### src/rtl/clk_gate_seq.sv
// Clock-gate sequencer: turns per-channel clock enables on/off one at a time,
// holding off further changes for a settle window and acknowledging when stable.
module clk_gate_seq #(
  parameter int                NUM_CH   = 4,
  parameter int                SETTLE   = 8,
  parameter logic [NUM_CH-1:0] AON_MASK = {NUM_CH{1'b0}}
) (
  input  logic              clkin,
  input  logic              rst,
  input  logic [NUM_CH-1:0] req,
  output logic [NUM_CH-1:0] ce,
  output logic [NUM_CH-1:0] ack,
  output logic              busy
);

  localparam int CW = $clog2(SETTLE + 1);
  localparam int IW = (NUM_CH > 1) ? $clog2(NUM_CH) : 1;

  typedef enum logic {
    ST_IDLE,
    ST_SETTLE
  } state_t;

  state_t            state_q, state_n;
  logic [CW-1:0]     cnt_q, cnt_n;
  logic [IW-1:0]     cur_q, cur_n;
  logic [NUM_CH-1:0] ce_q, ce_n;
  logic [NUM_CH-1:0] ack_q, ack_n;
  logic              busy_q, busy_n;
  logic [NUM_CH-1:0] req_eff;
  logic [NUM_CH-1:0] diff;
  logic [IW-1:0]     k;

  assign req_eff = req | AON_MASK;

  always_comb begin
    state_n = state_q;
    cnt_n   = cnt_q;
    cur_n   = cur_q;
    ce_n    = ce_q;
    ack_n   = ack_q;
    busy_n  = busy_q;
    diff    = req_eff ^ ce_q;
    k       = '0;
    // Scan downward so the lowest differing channel wins
    for (int i = NUM_CH - 1; i >= 0; i--) begin
      if (diff[i]) k = IW'(i);
    end
    unique case (state_q)
      ST_IDLE: begin
        if (|diff) begin
          ce_n[k] = ~ce_q[k];
          if (ce_q[k]) ack_n[k] = 1'b0;
          cur_n   = k;
          cnt_n   = CW'(SETTLE);
          state_n = ST_SETTLE;
          busy_n  = 1'b1;
        end
      end
      ST_SETTLE: begin
        if (cnt_q != '0) begin
          cnt_n = cnt_q - CW'(1);
        end else begin
          state_n       = ST_IDLE;
          busy_n        = 1'b0;
          ack_n[cur_q]  = ce_q[cur_q];
        end
      end
      default: state_n = ST_IDLE;
    endcase
  end

  always_ff @(posedge clkin) begin
    if (rst) begin
      state_q <= ST_IDLE;
      cnt_q   <= '0;
      cur_q   <= '0;
      ce_q    <= '0;
      ack_q   <= '0;
      busy_q  <= 1'b0;
    end else begin
      state_q <= state_n;
      cnt_q   <= cnt_n;
      cur_q   <= cur_n;
      ce_q    <= ce_n;
      ack_q   <= ack_n;
      busy_q  <= busy_n;
    end
  end

  assign ce   = ce_q;
  assign ack  = ack_q;
  assign busy = busy_q;

endmodule

### config.mk
export PLATFORM = sky130hd
export DESIGN_NAME = clk_gate_seq
export DESIGN_NICKNAME = d
export VERILOG_FILES = /design/src/rtl/clk_gate_seq.sv
export SDC_FILE = /design/constraint.sdc
export NUM_CORES = 1
export LEC_CHECK = 0
export CORE_ASPECT_RATIO = 1.75
export CORE_MARGIN = 2
export CORE_UTILIZATION = 41
export CTS_BUF_LIST = sky130_fd_sc_hd__clkbuf_4 sky130_fd_sc_hd__clkbuf_8
export DETAILED_ROUTE_END_ITERATION = 12
export GPL_TIMING_DRIVEN = 0
export PLACE_DENSITY = 0.69
export SLEW_MARGIN = 20
export SYNTH_ARGS = -nofsm -noshare
export SYNTH_HDL_FRONTEND = slang
export SYNTH_SLANG_ARGS = --single-unit
### constraint.sdc
create_clock -name clkin -period 2.72 [get_ports clkin]
set_clock_uncertainty 0.05 [all_clocks]
set_input_delay 0.544 -clock clkin [delete_from_list [all_inputs] [get_ports clkin]]
set_output_delay 0.544 -clock clkin [all_outputs]
set_load 0.01 [all_outputs]
# --- Word-level counts from Yosys, hierarchy flattened ---
# Cells that the tools add are included.
totals:
  register_bits: 16
  wordCells: 55
  out_inout_bits: 9
  input_bits: 6
classes:
  mux: 27
  bitwise: 5
  reduce_logical: 8
  eq_ne: 4
  magnitude_cmp: 4
  n_addsub: 1
op_table:
  columns: ["operator", "n"]
  rows:
  - ["$mux W4", 5]
  - ["$pmux W4 S2", 2]
  - ["$bwmux W4", 2]
  - ["$mux W1", 8]
  - ["$mux W2", 4]
  - ["$lt A2 B3 Y1 const B", 2]
  - ["$ne A2 B2 Y1 const B", 3]
  - ["$reduce_and A2 Y1", 3]
  - ["$and A4 B4 Y4", 1]
  - ["$bmux W1 S2", 2]
  - ["$demux W1 S2", 2]
  - ["$ge A2 B1 Y1 const B", 2]
  - ["$not A4 Y4", 1]
  - ["$pmux W1 S2", 2]
  - ["$reduce_bool A4 Y1", 1]
  - ["$reduce_or A4 Y1", 1]
  - ["$sub A4 B1 Y4 const B", 1]
  - ["$xor A4 B4 Y4", 1]
  - ["$reduce_and A3 Y1", 1]
  - ["$logic_and A1 B1 Y1", 2]
  - ["$ne A2 B1 Y1 const B", 1]
  - ["$not A1 Y1", 2]

# --- Longest topological paths before layout ---
# Gate-level depths: netlist (run 1).
depth:
  ltp_word: 14
  mapped_depth: 7
  depth_no_buf: 7

# --- Least setup slack after synthesis (run 1) ---
# OpenSTA, ideal clock, no wires.
synth_timing:
  path_type: "input to register"
  start: "input port req[3]"
  end: "register ack_q[1] (netlist: ack[1])"
  arrival_time_ps: 1789
  t_required_ps: 2540
  path_buffers: 0
  path_stages: 6
  setup_ps: 130
  setup_slack_ps: 751
  path_cell_list: "nand2b_1 > maj3_2 > a311o_1 > a31oi_4 > mux2i_1 > nor3_2"
synth_between:
  elab_chain_cells: 14
  elab_cells_between_ends: 21
  classes_between: "2 x order compare; 2 x eq/ne; 11 x mux; 3 x bitwise; 3 x reduce/logical"
synth_lines:
  columns: ["item", "line", "text"]
  rows:
  - ["start, declared", "10", "input logic [NUM_CH-1:0] req,"]
  - ["$xor A4 B4 Y4 *", "43", "diff = req_eff ^ ce_q;"]
  - ["$mux W2 (4 in a row)", "47", "if (diff[i]) k = IW'(i);"]
  - ["$lt A2 B3 Y1 (implied by the code) / $ge A2 B1 Y1 (equally long branches)", "53", "if (ce_q[k]) ack_n[k] = 1'b0;"]
  - ["$logic_and A1 B1 Y1 (implied by the code)", "53", null]
  - ["$mux W1 (implied by the code)", "53", null]
  - ["$demux W1 S2", "53", null]
  - ["$not A4 Y4 (no source line)", null, null]
  - ["$and A4 B4 Y4 (no source line)", null, null]
  - ["$mux W4", "53", null]
  - ["$mux W4", "51", "if (|diff) begin"]
  - ["$pmux W4 S2", "49", "unique case (state_q)"]
  - ["end signal, assigned", "86", "ack_q <= ack_n;"]
  - ["end, declared", "28", "logic [NUM_CH-1:0] ack_q, ack_n;"]
# Mark *: on every way between the ends. The rest lies on a longest branch, timed or not. The select of a mux whose other input is x is not followed.
# A chain may end at the register's enable or synchronous reset.

# --- Worst setup path in the final report (run 1) ---
layout_timing:
  start: "input port req[3]"
  end: "register ack_q[3] (netlist: ack[3])"
# The elaborated chain is that of the path after synthesis.

==> results.txt, run 1 <==
Slew @ Worst Pin = 0.536 ns
Clock slew at reported path FFs = 0.06 ns
Unrepaired setup endpoints after global routing = false
Synth Instances = 123
CTS tree = done
Gr usage total = 0.213
Rows = 23
Synth Area per Inst = 7.86 um^2
Area of the multi-input gates = 596 um^2
Post-cts resize count = 0
Clock sinks = 16
GR Overflow Total = 0
H-tree depth = 1
Die Ht = 68.3 um
Antenna-violating nets left = 0
Outcome = complete, no violations
Seq pwr share = 0.400
Vias in the first global route = 1,007
Async S/R FF share, synth = 0
Root buffer cell = clkbuf_8
DRC = 0
Critical path's largest stage delay = 0.55 ns
Sw Share = 0.351
Max rail drop VDD = 0.336 mV
IO buf count = 14
Register area = 320 um^2
Slowest CP cell = nor4_1
# setup viols final = 0
Placer congestion estimate = 0.819
Cell area after synthesis = 967 um^2
HPWL Detailed = 1.75 mm
Worst Setup End Kind = flip-flop
Post-Route Utilization = 0.519
TritonCTS Buffers = 3
Post-CTS Setup Bufs = 0
Max-slew violation count = 0
Clock Latency Late Sink = 0.25 ns
Top cells by area, synth = dfxtp_1 (33%), nor2_1 (5.8%), a21oi_1 (5.2%), nand2_1 (3.9%), xor2_1 (3.6%)
Area growth syn-to-layout = 22.0%
Final period util = 0.888
Seq/Total Area, Yosys = 0.331
Lkg Pwr = 0.442 nW
Max clock buf depth = 2
Internal = 0.483 mW
Final Hold Fails = 0
Crit path DAT = 2.50 ns
Most used DFF post-synth = dfxtp_1
Post-synth EDFFs = 0
Via Count = 957
Fill count = 219
Comb pwr share = 0.363
CP required = 2.80 ns
# hold bufs at CTS = 0
Nets@finish = 149
Synth Net Count = 130
Synth top cells by count = dfxtp_1 (16), nor2_1 (15), a21oi_1 (10), nand2_1 (10), inv_1 (8)
DR iter-0 viols = 14
Clock share of power = 0.237
Slew HR = 0.633
Detailed-route wire length = 2.30 mm
Die X = 40.7 um
IO Pins = 15
Min-delay worst type = reg2reg
Tmin final = 2.41 ns
Setup TNS = 0 ns
Initial core utilization = 0.425
Startpoint Class = input port
F_max = 414 MHz
Synth warn = 0
Yosys cell types = 37
Area leader, netlist = dfxtp_1
Critical path class = in2reg
Crit path cell chain = clkdlybuf4s50_1, xor2_1, o21bai_1, nor4_1, a2111oi_0, a21oi_1, o22ai_1
Synth top area share = 0.331
Most frequent cell after synthesis = dfxtp_1
Number of diodes = 0
Worst-path fanout max = 4
Core Box Area = 2270 um^2
Pwr Density = 630 nW/um^2
Routed wire per std cell = 13.9 um
DR pass1 iterations = 4
First-pass GRT wire length = 4.13 mm
Switching power = 0.261 mW
Largest net degree at the start of global routing = 11
Initial antenna violation count = 0
Max cap viols = 0
CP Buf/Inv Count = 1
Overall power = 0.743 mW
Die ar. = 2780 um^2
DR vias/cell = 5.80
Synthesized flop and latch total = 16
Worst path top cell family by delay = compound AO/OA/AOI/OAI gates
Share of layout cells above drive strength 1 = 0.0571
==> cells by family after synthesis <==
group	share of synthesized area
AND/OR/NAND/NOR	0.248
XOR/XNOR	0.0634
adder cells (fa/ha/maj)	0.0246
flip-flops	0.331
buffers and inverters	0.0530
multiplexers	0.0207
AO/OA/AOI/OAI	0.259
==> sequential cells by signal, indices dropped and copies added, names as in the netlist <==
| name | count |
|---|---|
| busy | 1 |
| ce | 4 |
| cnt_q | 4 |
| cur_q | 2 |
| ack | 4 |
| state_q | 1 |
==> layout by cell type, fill, tap and decap left out, types with 2 or more instances in the layout <==
master           count
clkbuf_1             3
buf_2                2
mux2i_1              2
and2_1               2
o21ai_0              5
nor2_1              15
o31ai_1              2
xor2_1               4
clkdlybuf4s50_1     14
inv_1                8
o22ai_1              3
nand2_1             10
nand3_1              2
nand2b_1             4
a31oi_1              2
o211ai_1             2
dfxtp_1             16
nor2b_1              3
a311oi_1             3
xnor2_1              3
nor4_1               4
clkbuf_8             3
a21oi_1             10
nor3b_1              3
==> stage by stage <==
stage	worst slack, ns	hold WS (ns)	cell area (um^2)	cells
2_1_floorplan	0.751	0.417	967	123
3_3_place_gp	0.0767	0.403	1140	162
3_5_place_dp	0.0469	0.412	1140	162
4_1_cts	0.313	0.421	1180	165
5_1_grt	0.187	0.458	1180	165
6_report	0.305	0.415	1180	165
==> metal layers <==
| metal | track usage | vias up | part of all wire |
|---|---|---|---|
| met5 | 0 | - | 0 |
| met3 | 0.0455 | 9 | 0.027 |
| met4 | 0.129 | 0 | 0.030 |
| met2 | 0.375 | 17 | 0.54 |
| met1 | 0.209 | 457 | 0.40 |
| li1 | - | 474 | - |
==> layout make-up <==
class,instances,area share
clock buffers,3,0.0350
multi-input cells,94,0.505
plain buffers,5,0.0180
flip-flops and latches,16,0.271
inverters,8,0.0255
well taps,25,0.0265
repair buffers,14,0.119
==> power groups by stage <==
stage          combinational (mW)  sequential [mW]  clock [mW]
2_1_floorplan               0.181            0.302           0
4_1_cts                     0.270            0.297       0.177
3_3_place_gp                0.262            0.301           0
5_1_grt                     0.304            0.302       0.189
6_report                    0.270            0.297       0.177
3_5_place_dp                0.269            0.302           0
==> worst min-delay path, stage by stage, from the launching register on <==
cell and delay, ns:
dfxtp_1 0.32, inv_1 0.05, o22ai_1 0.05
==> final timing paths <==
check                                            to  slack, ns  cells past startpoint                 from
worst max register to register  ack[3]$_SDFFE_PP0P_       0.65                      7   ce[2]$_SDFFE_PP0P_
worst max-delay path            ack[3]$_SDFFE_PP0P_       0.31                      7               req[3]
worst min-delay path            ack[2]$_SDFFE_PP0P_       0.42                      2  ack[2]$_SDFFE_PP0P_
worst min register to register  ack[2]$_SDFFE_PP0P_       0.42                      2  ack[2]$_SDFFE_PP0P_
Power figures use the tool's default switching activity.
==> run 2, diff against run 1 <==
TNS_END_PERCENT = 20   (was default)
==> results of run 2 <==
Final layout, timing and power as in run 1 (identical DEF).
